**config.mk**
```make
export PLATFORM = sky130hd
export DESIGN_NAME = db_arbiter_flat
export DESIGN_NICKNAME = d
export VERILOG_FILES = /design/src/rtl/db_arbiter_pkg.sv /design/src/rtl/db_arbiter_if.sv /design/src/rtl/db_arbiter.sv /design/src/flat_wrapper.sv
export SDC_FILE = /design/constraint.sdc
export NUM_CORES = 1
export LEC_CHECK = 0
export CAP_MARGIN = 30
export CORE_AREA = 2 2 115 117
export DETAILED_ROUTE_END_ITERATION = 8
export DIE_AREA = 0 0 117 119
export GPL_TIMING_DRIVEN = 0
export PLACE_DENSITY = 0.71
export SLEW_MARGIN = 20
export SYNTH_ARGS = -nofsm -noshare
export SYNTH_HDL_FRONTEND = slang
export SYNTH_SLANG_ARGS = --single-unit
```
**constraint.sdc**
```tcl
create_clock -name clk -period 2.3 [get_ports clk]
set_clock_uncertainty 0.05 [all_clocks]
set_input_delay 0.69 -clock clk [delete_from_list [all_inputs] [get_ports clk]]
set_output_delay 0.69 -clock clk [all_outputs]
set_load 0.01 [all_outputs]
```
**src/rtl/db_arbiter_pkg.sv**
```systemverilog
// Shared data-bus definitions for the two-master arbiter.
// Access-type codes and arbiter state encodings.
package db_arbiter_pkg;

  localparam logic [1:0] MEM_ACCESS_NONE = 2'b00;
  localparam logic [1:0] MEM_ACCESS_R    = 2'b01;
  localparam logic [1:0] MEM_ACCESS_W    = 2'b10;
  localparam logic [1:0] MEM_ACCESS_X    = 2'b11;

  typedef enum logic [1:0] {
    DB_ARB_IDLE = 2'd0,
    DB_ARB_OWN0 = 2'd1,
    DB_ARB_OWN1 = 2'd2
  } db_arb_state_t;

  function automatic logic is_req(input logic [1:0] t);
    return t != MEM_ACCESS_NONE;
  endfunction

endpackage

```
**src/rtl/db_arbiter_if.sv**
```systemverilog
// Data-bus link between one master and one slave.
// The master drives the request, the slave answers ready/data.
interface db_arbiter_if;

  logic [31:0] addr;
  logic [31:0] data_out;
  logic [1:0]  access_type;
  logic        ready;
  logic [31:0] data_in;

  modport master (
    output addr,
    output data_out,
    output access_type,
    input  ready,
    input  data_in
  );

  modport slave (
    input  addr,
    input  data_out,
    input  access_type,
    output ready,
    output data_in
  );

endinterface

```
**src/rtl/db_arbiter.sv**
```systemverilog
// Round-robin two-master arbiter for the shared memory data bus.
// Bursts are bounded only while the other master is waiting.
module db_arbiter
  import db_arbiter_pkg::*;
#(
  parameter int unsigned MAX_BURST = 4
) (
  input  logic         clk,
  input  logic         res,
  db_arbiter_if.slave  m0,
  db_arbiter_if.slave  m1,
  db_arbiter_if.master s,
  output logic [1:0]   grant
);

  localparam logic [7:0] BURST_LAST = 8'(MAX_BURST - 1);

  db_arb_state_t state;
  db_arb_state_t state_n;
  logic          rr;
  logic          rr_n;
  logic [7:0]    beats;
  logic [7:0]    beats_n;

  logic req0;
  logic req1;
  logic accept;
  logic last;

  assign req0   = is_req(m0.access_type);
  assign req1   = is_req(m1.access_type);
  assign accept = is_req(s.access_type) & s.ready;
  assign last   = beats == BURST_LAST;

  // State, round-robin pointer and beat counter registers
  always_ff @(posedge clk or posedge res) begin
    if (res) begin
      state <= DB_ARB_IDLE;
      rr    <= 1'b0;
      beats <= 8'd0;
    end else begin
      state <= state_n;
      rr    <= rr_n;
      beats <= beats_n;
    end
  end

  // Forward the owner's request; read data goes to both masters
  always_comb begin
    s.addr        = 32'd0;
    s.data_out    = 32'd0;
    s.access_type = MEM_ACCESS_NONE;
    m0.ready      = 1'b0;
    m1.ready      = 1'b0;
    m0.data_in    = s.data_in;
    m1.data_in    = s.data_in;
    grant         = 2'b00;
    unique case (state)
      DB_ARB_OWN0: begin
        s.addr        = m0.addr;
        s.data_out    = m0.data_out;
        s.access_type = m0.access_type;
        m0.ready      = s.ready & req0;
        grant         = 2'b01;
      end
      DB_ARB_OWN1: begin
        s.addr        = m1.addr;
        s.data_out    = m1.data_out;
        s.access_type = m1.access_type;
        m1.ready      = s.ready & req1;
        grant         = 2'b10;
      end
      default: ;
    endcase
  end

  // Grant selection: owner drop first, then burst limit
  always_comb begin
    state_n = state;
    rr_n    = rr;
    beats_n = beats;
    unique case (state)
      DB_ARB_IDLE: begin
        beats_n = 8'd0;
        if (req0 && req1)
          state_n = rr ? DB_ARB_OWN1 : DB_ARB_OWN0;
        else if (req0)
          state_n = DB_ARB_OWN0;
        else if (req1)
          state_n = DB_ARB_OWN1;
      end
      DB_ARB_OWN0: begin
        if (!req0) begin
          state_n = req1 ? DB_ARB_OWN1 : DB_ARB_IDLE;
          rr_n    = 1'b1;
          beats_n = 8'd0;
        end else if (accept) begin
          if (last) begin
            beats_n = 8'd0;
            if (req1) begin
              state_n = DB_ARB_OWN1;
              rr_n    = 1'b1;
            end
          end else begin
            beats_n = beats + 8'd1;
          end
        end
      end
      DB_ARB_OWN1: begin
        if (!req1) begin
          state_n = req0 ? DB_ARB_OWN0 : DB_ARB_IDLE;
          rr_n    = 1'b0;
          beats_n = 8'd0;
        end else if (accept) begin
          if (last) begin
            beats_n = 8'd0;
            if (req0) begin
              state_n = DB_ARB_OWN0;
              rr_n    = 1'b0;
            end
          end else begin
            beats_n = beats + 8'd1;
          end
        end
      end
      default: begin
        state_n = DB_ARB_IDLE;
        beats_n = 8'd0;
      end
    endcase
  end

endmodule

```
**src/flat_wrapper.sv**
```systemverilog
// flat-port wrapper written by rule: the top's interface ports become plain ports
module db_arbiter_flat import db_arbiter_pkg::*;
#(
  parameter int unsigned MAX_BURST = 4
)
  (clk, res, grant, m0_addr, m0_data_out, m0_access_type, m0_ready, m0_data_in, m1_addr, m1_data_out, m1_access_type, m1_ready, m1_data_in, s_addr, s_data_out, s_access_type, s_ready, s_data_in);
  db_arbiter_if m0_i ();
  db_arbiter_if m1_i ();
  db_arbiter_if s_i ();
  input  logic clk;
  input  logic res;
  output logic [1:0] grant;
  input wire logic [$bits(m0_i.addr)-1:0] m0_addr;
  input wire logic [$bits(m0_i.data_out)-1:0] m0_data_out;
  input wire logic [$bits(m0_i.access_type)-1:0] m0_access_type;
  output wire logic [$bits(m0_i.ready)-1:0] m0_ready;
  output wire logic [$bits(m0_i.data_in)-1:0] m0_data_in;
  input wire logic [$bits(m1_i.addr)-1:0] m1_addr;
  input wire logic [$bits(m1_i.data_out)-1:0] m1_data_out;
  input wire logic [$bits(m1_i.access_type)-1:0] m1_access_type;
  output wire logic [$bits(m1_i.ready)-1:0] m1_ready;
  output wire logic [$bits(m1_i.data_in)-1:0] m1_data_in;
  output wire logic [$bits(s_i.addr)-1:0] s_addr;
  output wire logic [$bits(s_i.data_out)-1:0] s_data_out;
  output wire logic [$bits(s_i.access_type)-1:0] s_access_type;
  input wire logic [$bits(s_i.ready)-1:0] s_ready;
  input wire logic [$bits(s_i.data_in)-1:0] s_data_in;
  assign m0_i.addr = m0_addr;
  assign m0_i.data_out = m0_data_out;
  assign m0_i.access_type = m0_access_type;
  assign m0_ready = m0_i.ready;
  assign m0_data_in = m0_i.data_in;
  assign m1_i.addr = m1_addr;
  assign m1_i.data_out = m1_data_out;
  assign m1_i.access_type = m1_access_type;
  assign m1_ready = m1_i.ready;
  assign m1_data_in = m1_i.data_in;
  assign s_addr = s_i.addr;
  assign s_data_out = s_i.data_out;
  assign s_access_type = s_i.access_type;
  assign s_i.ready = s_ready;
  assign s_i.data_in = s_data_in;
  db_arbiter #(.MAX_BURST(MAX_BURST)) u_core (.clk(clk), .res(res), .m0(m0_i), .m1(m1_i), .s(s_i), .grant(grant));
endmodule
```
Yosys cells after proc, flatten, opt, wreduce, memory -nomap -nowiden:

Cells that the tools add are included.

* reductions and logical operators: 8
* add/subtract/negate cells: 1
* bitwise gates (word level): 3
* eq/ne operators: 9
* muxes and demuxes: 34

Operators with widths (count)
* 32-bit case mux with 2 select lines: 2
* 8-bit 2-to-1 mux: 4
* 2-bit 2-to-1 mux: 12
* 8-bit case mux with 2 select lines: 1
* 3-bit != test (second input constant): 5
* 1-bit 2-to-1 mux: 11
* 8-bit by 1-bit adder with 8-bit output (second input constant): 1
* 8-bit by 2-bit equality test with 1-bit output (second input constant): 1
* 2-bit case mux with 2 select lines: 2
* 2-bit nonzero test: 4
* 7-bit AND reduction: 1
* 2-bit case mux with 3 select lines: 1
* 5-bit AND reduction: 1
* 1-bit AND: 3
* 3-bit by 2-bit != test with 1-bit output (second input constant): 1
* 2-bit by 1-bit equality test with 1-bit output (second input constant): 1
* 2-bit equality test (second input constant): 1
* 2-bit zero test: 1
* 1-bit case mux with 2 select lines: 1
* 1-bit logical AND: 1

* flip-flop bits (word level): 11
* output and inout bits: 134

Logic depth before layout (Yosys ltp):

* depth after elaboration: 7
* mapped depth: 8

Worst setup path after synthesis:

Ideal clock, no wire load.

* path kind: register to output
* start: register u_core.state[1]
* end: output port s_addr[0]
* path slack: -0.141 ns
* arrival: 1.701 ns
* path buffers: 3
* required time: 1.560 ns
* cell stages (with the launch flop): 8
* cell sequence: dfrtp_1 inv_1 ha_1 clkbuf_1 clkbuf_1 buf_1 a22oi_1 nor2b_1

* cells in the longest elaborated chain, start to end: 2

RTL lines
* start, declared: line db_arbiter.sv:18 `db_arb_state_t state;`
* start signal, assigned: line db_arbiter.sv:42 `state <= state_n;`
* 2-bit equality test / 2-bit by 1-bit equality test with 1-bit output (equally long branches): line db_arbiter.sv:58 `unique case (state)`
* 32-bit case mux with 2 select lines *: line db_arbiter.sv:58
* end, declared: line flat_wrapper.sv:23 `output wire logic [$bits(s_i.addr)-1:0] s_addr;`

Mark *: on every way between the ends. The rest lies on a longest branch, timed or not.

Worst setup path after layout:

* start: register u_core.state[0]
* end: output port s_addr[11]

Same word-level chain as after synthesis.

==> impl_metrics.py <==
metrics = {
    "status": {
        "status": "finished with violations",
        "violations": "negative setup slack",
    },
    "place": {
        "port_buffers": 268,
        "dp_hpwl_um": 9960,
        "dp.cells": 749,
        "pre_cts_slack_ps": -1130,
        "routabilityCongestion": 0.883,
    },
    "yosys": {
        "syn-num-nets": 479,
        "avgSynthCellArea_sq_um": 7.43,
        "ys_seq_area_share_pct": 12.2,
        "syn_inst": 305,
        "ys_top_cells_by_area": "a22oi_1 22%, buf_4 21%, nor2b_1 18%",
        "synth_area_sq_um": 2260,
        "yosys_warnings": 0,
        "synth_seq_cells": 11,
        "yosysUniqueCellTypes": 32,
        "synth_top_area_share_pct": 22.2,
        "synth_top_area_cell": "a22oi_1",
    },
    "power": {
        "power_density_nw_per_um2": 979,
        "total_leakage_power_nw": 2.48,
        "ir_worst_vdd_mv": 0.617,
    },
    "setup_path": {
        "critPathBufInv": 4,
        "cp.required_ps": 1560,
        "critPathTopFamily": "buffers and inverters",
        "reg2reg_depth": 4,
        "endpoint_kind": "output pin",
        "worst-path-stages": 7,
        "critPathMaxFanout": 10,
        "slowest_stage": "dfrtp_2",
        "worst_path_most_repeated_cell": "clkbuf_16",
        "arrival_ps": 1690,
        "crit_type": "reg2out",
        "cp-start-kind": "register",
        "critPathMaxStageDelay_ps": 420,
        "cp_cell_sequence": "buf_6, ha_4, clkbuf_16, clkbuf_16, a22oi_2, nor2b_1, buf_4",
    },
    "routing": {
        "avgRoutedWirePerCell_um": 16.7,
        "vias_per_cell": 4.30,
        "drtPass1Iterations": 4,
        "drt_iter0_markers": 98,
        "wirelength_um": 13000,
        "drc": 0,
        "num_vias": 3339,
        "drtAntennaViolNets": 0,
    },
    "global_route": {
        "grt_max_degree": 12,
        "grt_antenna_before_repair": 1,
        "grt_usage_pct": 17.0,
        "gr-total-overflow": 0,
        "grt_pass1_wl_um": 18700,
        "grt_pass1_vias": 3516,
    },
    "hold_path": {
        "hp-class": "reg2reg",
        "holdPathStages": 2,
    },
    "finish": {
        "num-fill-cells": 1253,
        "layout_commonest_cell": "clkdlybuf4s50_1",
        "mostFrequentLayoutCells": "192 x clkdlybuf4s50_1, 79 x buf_4, 60 x a22oi_2, 58 x nor2b_1, 58 x buf_2",
        "nNetsFinal": 776,
        "fin_util_pct": 46.1,
        "antenna_cells": 0,
        "final_layout_size_suffix_gt1_share_pct": 43.8,
        "fin_cells": 777,
        "syn_to_final_growth_pct": 162,
    },
    "timing": {
        "finalHoldViolCount": 0,
        "finalSetupTns_ps": -5010,
        "fmax_mhz": 411,
        "setup_viol": 63,
        "drv_slew": 0,
        "hold_ws_ps": 466,
        "setup_ws_ps": -135,
        "period_needed_ps": 2430,
        "period_share_pct": 106,
        "rsz0062_at_grt": "true",
        "maxSlewHeadroom_pct": 65.0,
        "tightestPinTransition_ps": 520,
    },
    "clock_network": {
        "htree_levels": 1,
        "clkSinkCount": 11,
        "clkTransAtPathRegs_ps": 40,
        "tritoncts": "built",
        "root_buffer": "clkbuf_16",
        "clockBufferDepth": 2,
        "worstSkewPairLatency_ps": 240,
        "cts_buffers": 3,
        "hold_buffers": 0,
    },
    "floorplanning": {
        "die_w_um": 117,
        "rows": 42,
        "coreArea_sq_um": 12900,
        "ioPinCount": 301,
        "start_util_pct": 17.6,
        "die-area_sq_um": 13900,
        "fp.dieH_um": 119,
    },
    "job": {
        "drv_cap": 0,
    },
}
## synthesized netlist by cell type
master,instances
a22oi_1,67
nor2b_1,66
buf_4,64
clkbuf_1,19
nor2_1,15
dfrtp_1,11
ha_1,7
o21ai_0,7
nand2_1,6
inv_1,5
nand3_1,5
xor2_1,5
a21oi_1,4
and2_1,2
buf_1,2
clkbuf_8,2
nand4_1,2
xnor2_1,2
a2111oi_2,1
a21boi_2,1
a21o_1,1
a31oi_1,1
and3_1,1
and3_2,1
nor3b_1,1
nor4_4,1
o21a_1,1
o31ai_1,1
o32a_2,1
o41ai_1,1
or2_1,1
or4_4,1
## metrics by stage
stage                     power [mW]  area [sq um]
after floorplan                 2.31          2270
after global placement          4.15          5170
after detailed placement        4.21          5170
after CTS                       5.43          5690
after global routing            6.21          5930
final                           5.81          5930
## state kept, by name, indices dropped and copies added, names as in the netlist
register	count
u_core.beats	8
u_core.state	2
u_core.rr	1
## tightest hold or removal path: stages (launching register included)
cell	delay [ps]
dfrtp_1	330
o21ai_0	80
o31ai_1	60
## layer usage
layer | global-route usage [%] | wire length, um
met1 | 18.9 | 4680
met2 | 33.4 | 7130
met3 | 3.05 | 1040
met4 | 2.43 | 103
met5 | 0 | 13
## final cells by class
class	count	area, sq um	area share (%)
repair buffers	294	2670	45.0
multi-input cells	202	1780	30.0
plain buffers	85	887	15.0
flip-flops and latches	11	277	4.66
well taps	176	220	3.71
clock buffers	4	78.8	1.33
inverters	5	21.3	0.358
## worst paths after layout
check	endpoint	startpoint	slack (ps)
max reg2reg	u_core.state[0]	u_core.beats[3]	180
max in group asynchronous	u_core.state[0]	res	1170
min in group asynchronous	u_core.beats[1]	res	700
min reg2reg	u_core.rr	u_core.rr	470
min	u_core.rr	u_core.rr	470
max	s_addr[11]	u_core.state[0]	-130
## kinds of logic (layout without fill, tap and decap cells)
group                    Yosys count  in the layout  synth area share [%]
buffers and inverters             92            388                  26.7
AND/OR/NAND/NOR                  102            102                  26.6
flip-flops                        11             11                  12.2
XOR/XNOR                           7              7                  2.71
AO/OA/AOI/OAI                     86             86                  28.0
adder cells (fa/ha/maj)            7              7                  3.87
## repair_timing
| action | CTS | global route |
|---|---|---|
| buffers inserted | 13 | 5 |
| endpoints found under the setup margin | 71 | 72 |
| pin swaps | 10 | 13 |
| cloned | 6 | 3 |
| gates resized for setup | 392 | 42 |
## where the power goes
| part | leakage [nW] | switching, mW | internal [mW] | total, mW |
|---|---|---|---|---|
| combinational | 2.30 | 2.30 | 2.93 | 5.24 |
| sequential | 0.147 | 0.0259 | 0.228 | 0.254 |
| clock | 0.0382 | 0.0879 | 0.233 | 0.321 |
Note: power is estimated with default switching activity, not from simulation.
